<file path="src/rtl/alu_pkg.sv">
// Shared ALU definitions: opcodes, sequencer states and result encoding.
// The opcode values are also used by the 7-segment decode path.
package alu_pkg;

  localparam int RES_W = 8;

  localparam logic [3:0] OP_ADD  = 4'd0;
  localparam logic [3:0] OP_SUB  = 4'd1;
  localparam logic [3:0] OP_MULT = 4'd2;
  localparam logic [3:0] OP_DIV  = 4'd3;
  localparam logic [3:0] OP_AND  = 4'd4;
  localparam logic [3:0] OP_OR   = 4'd5;

  localparam logic [RES_W-1:0] DIV0_VAL = 8'hFF;

  typedef enum logic [1:0] {
    ST_IDLE,
    ST_EXEC,
    ST_DIV,
    ST_DONE
  } state_e;

  typedef struct packed {
    logic             err;
    logic [RES_W-1:0] res;
  } alu_res_t;

endpackage

</file>
<file path="src/rtl/alu_div_iter.sv">
// 4-bit iterative restoring divider, one quotient bit per cycle, MSB first.
// The dividend register shifts left and collects quotient bits in its LSB.
module alu_div_iter (
  input  logic       clk_i,
  input  logic       rst_i,
  input  logic       start_i,
  input  logic [3:0] dividend_i,
  input  logic [3:0] divisor_i,
  output logic [3:0] quotient_o,
  output logic       done_o
);

  logic [3:0] rem_q;
  logic [3:0] qd_q;
  logic [3:0] dvs_q;
  logic [1:0] cnt_q;
  logic       run_q;

  logic [4:0] rem_shift;
  logic [4:0] diff;
  logic       fits;

  // The partial remainder stays below the divisor, so bit 4 of diff is a clean borrow.
  assign rem_shift  = {rem_q, qd_q[3]};
  assign diff       = rem_shift - {1'b0, dvs_q};
  assign fits       = ~diff[4];
  assign quotient_o = {qd_q[2:0], fits};
  assign done_o     = run_q & (cnt_q == 2'd3);

  // NOTE: sequential state uses non-blocking assignments so every register sees pre-edge values.
  always_ff @(posedge clk_i or posedge rst_i) begin
    if (rst_i) begin
      rem_q <= '0;
      qd_q  <= '0;
      dvs_q <= '0;
      cnt_q <= '0;
      run_q <= 1'b0;
    end else if (start_i) begin
      rem_q <= '0;
      qd_q  <= dividend_i;
      dvs_q <= divisor_i;
      cnt_q <= '0;
      run_q <= 1'b1;
    end else if (run_q) begin
      rem_q <= fits ? diff[3:0] : rem_shift[3:0];
      qd_q  <= quotient_o;
      cnt_q <= cnt_q + 2'd1;
      if (cnt_q == 2'd3) run_q <= 1'b0;
    end
  end

endmodule

</file>
<file path="src/rtl/alu_arbiter.sv">
// Round-robin arbiter and sequencer sharing one 4-bit ALU between requesters;
// returns an 8-bit result tagged with the owning requester ID.
module alu_arbiter
  import alu_pkg::*;
#(
  parameter  int NUM_REQ = 4,
  localparam int ID_W    = $clog2(NUM_REQ)
) (
  input  logic                 clk_i,
  input  logic                 rst_i,
  input  logic [NUM_REQ-1:0]   req_i,
  input  logic [4*NUM_REQ-1:0] op_i,
  input  logic [4*NUM_REQ-1:0] a_i,
  input  logic [4*NUM_REQ-1:0] b_i,
  output logic [NUM_REQ-1:0]   gnt_o,
  output logic                 busy_o,
  output logic                 done_o,
  output logic [RES_W-1:0]     result_o,
  output logic [ID_W-1:0]      res_id_o,
  output logic                 err_o
);

  state_e                 state_q, state_d;
  logic [ID_W-1:0]        ptr_q, ptr_d;
  logic [ID_W-1:0]        id_q, id_d;
  logic [3:0]             op_q, op_d, a_q, a_d, b_q, b_d;
  logic [NUM_REQ-1:0]     gnt_q, gnt_d;
  logic [RES_W-1:0]       result_q, result_d;
  logic [ID_W-1:0]        res_id_q, res_id_d;
  logic                   err_q, err_d;

  logic [3:0]             op_arr [NUM_REQ];
  logic [3:0]             a_arr  [NUM_REQ];
  logic [3:0]             b_arr  [NUM_REQ];
  logic                   found;
  logic [ID_W-1:0]        winner, cand;
  logic                   div_start, div_done;
  logic [3:0]             div_quot;
  alu_res_t               alu_out;

  for (genvar g = 0; g < NUM_REQ; g++) begin : g_unpack
    assign op_arr[g] = op_i[4*g +: 4];
    assign a_arr[g]  = a_i[4*g +: 4];
    assign b_arr[g]  = b_i[4*g +: 4];
  end

  // DIV is only evaluated here when B=0; a nonzero divisor goes to the iterative divider.
  function automatic alu_res_t alu_eval(input logic [3:0] op, input logic [3:0] a,
                                        input logic [3:0] b);
    alu_res_t r;
    r.err = 1'b0;
    r.res = '0;
    case (op)
      OP_ADD:  r.res = {4'b0, a} + {4'b0, b};
      OP_SUB:  r.res = (a < b) ? '0 : {4'b0, a - b};
      OP_MULT: r.res = {4'b0, a} * {4'b0, b};
      OP_DIV:  begin r.res = DIV0_VAL; r.err = 1'b1; end
      OP_AND:  r.res = {4'b0, a & b};
      OP_OR:   r.res = {4'b0, a | b};
      default: r.err = 1'b1;
    endcase
    return r;
  endfunction

  assign alu_out = alu_eval(op_q, a_q, b_q);

  // Search starts one past the last grant and wraps, so the last winner has lowest priority.
  always_comb begin
    found  = 1'b0;
    winner = ptr_q;
    cand   = '0;
    for (int off = 1; off <= NUM_REQ; off++) begin
      cand = ID_W'((int'(ptr_q) + off) % NUM_REQ);
      if (!found && req_i[cand]) begin
        found  = 1'b1;
        winner = cand;
      end
    end
  end

  // NOTE: every signal driven here gets a default first so no latch can be inferred.
  always_comb begin
    state_d   = state_q;
    ptr_d     = ptr_q;
    id_d      = id_q;
    op_d      = op_q;
    a_d       = a_q;
    b_d       = b_q;
    gnt_d     = '0;
    result_d  = result_q;
    res_id_d  = res_id_q;
    err_d     = err_q;
    div_start = 1'b0;
    case (state_q)
      ST_IDLE: if (found) begin
        ptr_d         = winner;
        id_d          = winner;
        op_d          = op_arr[winner];
        a_d           = a_arr[winner];
        b_d           = b_arr[winner];
        gnt_d[winner] = 1'b1;
        state_d       = ST_EXEC;
      end
      ST_EXEC: if (op_q == OP_DIV && b_q != 4'd0) begin
        div_start = 1'b1;
        state_d   = ST_DIV;
      end else begin
        result_d = alu_out.res;
        err_d    = alu_out.err;
        res_id_d = id_q;
        state_d  = ST_DONE;
      end
      ST_DIV: if (div_done) begin
        result_d = {4'b0, div_quot};
        err_d    = 1'b0;
        res_id_d = id_q;
        state_d  = ST_DONE;
      end
      ST_DONE: state_d = ST_IDLE;
      default: state_d = ST_IDLE;
    endcase
  end

  always_ff @(posedge clk_i or posedge rst_i) begin
    if (rst_i) begin
      state_q  <= ST_IDLE;
      ptr_q    <= ID_W'(NUM_REQ - 1);
      id_q     <= '0;
      op_q     <= '0;
      a_q      <= '0;
      b_q      <= '0;
      gnt_q    <= '0;
      result_q <= '0;
      res_id_q <= '0;
      err_q    <= 1'b0;
    end else begin
      state_q  <= state_d;
      ptr_q    <= ptr_d;
      id_q     <= id_d;
      op_q     <= op_d;
      a_q      <= a_d;
      b_q      <= b_d;
      gnt_q    <= gnt_d;
      result_q <= result_d;
      res_id_q <= res_id_d;
      err_q    <= err_d;
    end
  end

  alu_div_iter u_div (
    .clk_i      (clk_i),
    .rst_i      (rst_i),
    .start_i    (div_start),
    .dividend_i (a_q),
    .divisor_i  (b_q),
    .quotient_o (div_quot),
    .done_o     (div_done)
  );

  assign gnt_o    = gnt_q;
  assign busy_o   = (state_q != ST_IDLE);
  assign done_o   = (state_q == ST_DONE);
  assign result_o = result_q;
  assign res_id_o = res_id_q;
  assign err_o    = err_q;

endmodule

</file>
<file path="config.mk">
export PLATFORM = sky130hd
export DESIGN_NAME = alu_arbiter
export DESIGN_NICKNAME = d
export VERILOG_FILES = /design/src/rtl/alu_pkg.sv /design/src/rtl/alu_div_iter.sv /design/src/rtl/alu_arbiter.sv
export SDC_FILE = /design/constraint.sdc
export NUM_CORES = 1
export LEC_CHECK = 0
export ABC_AREA = 1
export ABC_CLOCK_PERIOD_IN_PS = 7950
export CAP_MARGIN = 0
export CORE_MARGIN = 4
export CORE_UTILIZATION = 58
export DETAILED_ROUTE_END_ITERATION = 8
export PLACE_DENSITY = 0.95
export SYNTH_ARGS = -nofsm -noshare
export SYNTH_HDL_FRONTEND = slang
export SYNTH_SLANG_ARGS = --single-unit
</file>
<file path="constraint.sdc">
create_clock -name clk_i -period 7.95 [get_ports clk_i]
set_input_delay 1.1925 -clock clk_i [delete_from_list [all_inputs] [get_ports clk_i]]
set_output_delay 1.1925 -clock clk_i [all_outputs]
set_load 0.05 [all_outputs]
</file>
## Word-level counts from Yosys, hierarchy flattened

Cells that the tools add are included.

| storage, ports and cells | value |
|---|---|
| bits of input ports | 54 |
| output and inout bits | 17 |
| register bits after elaboration | 48 |

| operators by class | value |
|---|---|
| bitwise logic cells | 5 |
| $mul | 1 |
| $add $sub $neg | 8 |
| eq/ne operators | 12 |
| magnitude comparators | 8 |
| reduce and logical (&&, ||, !) cells | 18 |
| muxes and demuxes | 57 |

Operators by type and width:

| operator | number |
|---|---|
| $mux 4 | 14 |
| $pmux 8 s6 | 1 |
| $bmux 4 s2 | 3 |
| $mux 2 | 10 |
| $mux 1 | 18 |
| $mux 8 | 2 |
| $pmux 8 s2 | 1 |
| $lt 2x3->1 const B | 5 |
| $bmux 1 s2 | 4 |
| $eq 4x2->1 const B | 2 |
| $eq 4x3->1 const B | 2 |
| $mul 4x4->8 | 1 |
| $pmux 2 s4 | 1 |
| $add 2x1->2 const B | 3 |
| $eq 2x2->1 const B | 3 |
| $ne 2x2->1 const B | 3 |
| $reduce_bool 2->1 | 3 |
| $add 4x4->5 | 1 |
| $logic_and 1x1->1 | 5 |
| $reduce_or 5->1 | 1 |
| $sub 5x4->5 | 1 |
| $add 2x2->2 const B | 2 |
| $and 4x4->4 | 1 |
| $eq 4x1->1 const B | 1 |
| other kinds (18) | 21 |

## Depth between registers and ports, before layout

| depth | value |
|---|---|
| depth after elaboration | 19 |
| depth in mapped cells | 16 |
| gate-level depth less buffers | 14 |

## Modules after synthesis

A second synthesis with hierarchy kept.

| unflattened totals | value |
|---|---|
| cells, all modules | 553 |
| area total of the unflattened synthesis | 4020.1 um2 |

Modules (own cells, without submodules):

| module | area an instance (um2) | seq. area each (um2) | instances | cells an instance |
|---|---|---|---|---|
| alu_arbiter | 3093.0 | 828.3 | 1 | 447 |
| alu_div_iter | 927.1 | 375.4 | 1 | 106 |

## Worst setup path before layout

OpenSTA, ideal clock, no wires.

| timing | value |
|---|---|
| path kind | reg-to-reg |
| start | register a_q[1] |
| end | register result_q[6], in the netlist result_o[6] |
| buffers on the path | 0 |
| required time | 7.867 ns |
| arrival | 2.765 ns |
| path slack | 5.102 ns |
| stages on the path, launching flop included | 13 |
| library setup time | 0.083 ns |
| cells stage by stage | dfrtp_1 nand2_1 fa_1 inv_1 fa_1 inv_1 fa_1 nor2_1 o21ai_0 nand2_1 xor2_1 a21oi_1 o21ai_0 |

| on the way | value |
|---|---|
| longest elaborated chain between the ends | 4 |

Ends and longest elaborated chain:

| item | RTL line | text |
|---|---|---|
| start: declaration | alu_arbiter.sv:26 | `logic [3:0] op_q, op_d, a_q, a_d, b_q, b_d;` |
| start signal: assignment | alu_arbiter.sv:130 | `a_q <= '0;` |
| start signal: assignment | alu_arbiter.sv:141 | `a_q <= a_d;` |
| $mul 4x4->8 | alu_arbiter.sv:56 | `OP_MULT: r.res = {4'b0, a} * {4'b0, b};` |
| $pmux 8 s6 | alu_arbiter.sv:53 | `case (op)` |
| $mux 8 | alu_arbiter.sv:104 | `ST_EXEC: if (op_q == OP_DIV && b_q != 4'd0) begin` |
| $pmux 8 s2 | alu_arbiter.sv:94 | `case (state_q)` |
| end signal: assignment | alu_arbiter.sv:144 | `result_q <= result_d;` |
| end: declaration | alu_arbiter.sv:28 | `logic [RES_W-1:0] result_q, result_d;` |

Every way passes these cells. The select of a mux whose other input is x is not followed.
A chain may end at the register's enable or synchronous reset.

## Final worst setup path

| timing | value |
|---|---|
| start | register state_q[0] |
| end | output port busy_o |

| on the way | value |
|---|---|
| longest elaborated chain between the ends | 1 |

Ends and longest elaborated chain:

| item | RTL line | text |
|---|---|---|
| start: declaration | alu_arbiter.sv:23 | `state_e state_q, state_d;` |
| start signal: assignment | alu_arbiter.sv:137 | `state_q <= state_d;` |
| $reduce_bool 2->1 | alu_arbiter.sv:161 | `assign busy_o = (state_q != ST_IDLE);` |
| end: declaration | alu_arbiter.sv:16 | `output logic busy_o,` |

Every way passes these cells.

==> impl_metrics.json <==
{
  "synthesis.nets": 638,
  "cts.clk_slew.worst_paths_ns": 0.09,
  "post-route-period-util_pct": 40.3,
  "core.rowCount": 29,
  "hold_class": "flop to flop",
  "vias": 3733,
  "r2r_end": "result_o[6]$_DFFE_PP0P_",
  "ys_seq_elements": 48,
  "die_h_um": 90.3,
  "maxSlewViolCount": 0,
  "grt_pass1_wl_um": 16900,
  "dpl_cell_area_um2": 4640,
  "critPathArrivalTime_ns": 2.01,
  "final_nets": 706,
  "period_minus_slack_ns": 3.21,
  "fillers": 476,
  "max_freq_ghz": 0.312,
  "holdBufCountCts": 0,
  "cts_tree": "done",
  "fin_area_um2": 4760,
  "cpMaxStageDelayCell": "clkdlybuf4s50_1",
  "drive_gt1_share_pct": 7.67,
  "seq_area_um2": 1200,
  "critPathRequiredTime_ns": 6.76,
  "ys_warn_count": 0,
  "num_io_pins": 71,
  "synth_flop_cell": "dfrtp_1",
  "dpl.hpwl_um": 8040,
  "layout_common_cells": "nand2_1, clkdlybuf4s50_1, inv_1",
  "path_class": "flop to output port",
  "synthesis.area_um2": 3920,
  "min_path_cells": 2,
  "ys_async_sr_fraction_pct": 100,
  "layout_commonest_cell": "nand2_1",
  "r2r_slack_ns": 4.85,
  "vias_per_cell": 5.41,
  "syn-instance-count": 544,
  "initial_core_util_pct": 60.8,
  "r2r_start": "a_q[1]$_DFFE_PP0P_",
  "rsz0062_at_grt": "false",
  "grt_overflow_total": 0,
  "fin_util_pct": 73.7,
  "cts_buffers": 5,
  "critPathLaunch": "state_q[0]$_DFFE_PP0P_",
  "ant_nets": 0,
  "htreeDepth": 2,
  "drcViolationCount": 0,
  "end_kind": "output port",
  "syn_to_final_growth_pct": 21.4,
  "avgSynthCellArea_um2": 7.21,
  "max_slew.worst_pin.slew_ns": 1.00,
  "worstPathCellList": "inv_1 > ha_1 > inv_1 > clkdlybuf4s50_1",
  "dr.first_iter.drc_count": 253,
  "cp.depth": 4,
  "first_pass_iters": 6,
  "crit_buf_inv": 3,
  "place_congestion": 0.935,
  "finalHoldViolCount": 0,
  "fin_skew_ns": 0.00999,
  "endpoint": "busy_o",
  "critPathTopFamily": "buffers and inverters",
  "cts_buffer_depth": 2,
  "status": "complete, no violations",
  "antenna_cells": 0,
  "path_common_cell": "inv_1",
  "die_x_um": 90.3,
  "clock_latency_ns": 0.30,
  "synthDistinctLibCells": 42,
  "tns_ns": 0,
  "multiInputGateArea_um2": 2330,
  "setup_viol": 0,
  "grt_max_degree": 49,
  "drt_wl_total_um": 9980,
  "seq_area_frac_synth_pct": 30.7,
  "wl_per_cell_um": 14.5,
  "max_stage_delay_ns": 0.80,
  "worstRegToRegCells": 12,
  "first_global_vias": 3711,
  "core_um2": 6460,
  "maxSlewHeadroom_pct": 33.0,
  "cts-root-buf": "clkbuf_8",
  "min_from": "result_o[7]$_DFFE_PP0P_",
  "port_buffers": 70,
  "synth_edf_count": 0,
  "fp.dieArea_um2": 8150,
  "worstSetupStartpointType": "flop",
  "crit_path_max_fanout": 5,
  "cts.sinks": 48,
  "cts_setup_buffers": 0,
  "antenna_found_initial": 0,
  "max_cap_viol_count": 0,
  "cts_resized": 0,
  "grt_usage_pct": 24.9
}
sequential cells by signal (all words and copies together), names as in the netlist:
name,count
a_q,4
u_div.cnt_q,2
op_q,4
id_q,2
u_div.qd_q,4
ptr_q,2
u_div.rem_q,4
gnt_o,4
res_id_o,2
b_q,4
err_o,1
u_div.dvs_q,4
result_o,8
state_q,2
u_div.run_q,1
cell usage after synthesis (5+ instances only):
library cell  number  area [um^2]
o21ai_0           38          190
a21oi_1           19         95.1
nor2_1            44          165
nand3b_1          12         90.1
inv_2              5         18.8
nand2_1          184          691
dfrtp_1           46         1150
inv_1             70          263
fa_1               7          140
nand2_2           14         87.6
nand3_1           14         70.1
ha_1              33          413
how the worst min path moves through the flow:
stage / slack, ns / to
finish: 0.49 / result_o[7]$_DFFE_PP0P_
global route: 0.51 / result_o[7]$_DFFE_PP0P_
CTS: 0.49 / result_o[7]$_DFFE_PP0P_
detailed placement: 0.47 / result_o[7]$_DFFE_PP0P_
global placement: 0.46 / result_o[7]$_DFFE_PP0P_
floorplan: 0.45 / u_div.dvs_q[2]$_DFFE_PP0P_
area by class of cell:
class                      count  area share (%)
clock buffer                   6            1.73
clock inverter                 2           0.815
inverter                      78            6.46
multi-input combinational    409            49.0
sequential                    48            25.3
tap                           77            2.02
timing repair buffer          70            14.7
metal layers:
layer	up-vias	routed length, um	track usage (%)
li1	1858	-	-
met1	1734	4420	32.2
met2	126	4960	44.9
met3	15	450	2.00
met4	0	143	6.12
met5	-	0	0
kinds of logic (layout without fill, tap and decap cells):
family	after synthesis	in the layout	share of synthesized area, %
buf+inv	87	156	9.89
simple gates	289	289	33.3
flops	48	48	30.7
fa+ha+maj	40	40	14.1
xor+xnor	6	6	1.34
compound gates	74	74	10.7
metrics by stage:
stage               hold WS (ns)  worst slack [ns]  cells
detailed placement         0.466              4.86    682
CTS                        0.491              4.74    690
global placement           0.465              4.99    682
floorplan                  0.453              5.10    544
finish                     0.485              4.74    690
global route               0.512              4.60    690
worst reg2reg max path, cell delays in order (launching register included):
cell and delay [ns]:
dfrtp_1 0.55, nand2_1 0.13, fa_1 0.53, inv_1 0.06, fa_1 0.56, inv_1 0.07
fa_1 0.43, nor2_1 0.14, o21ai_0 0.10, nand2_1 0.08, xor2_1 0.15, a21oi_1 0.09
o21ai_0 0.17
Power is left out: the tool's default activity adds up to more than one toggle a clock period on the data nets, which glitch-free logic cannot reach.
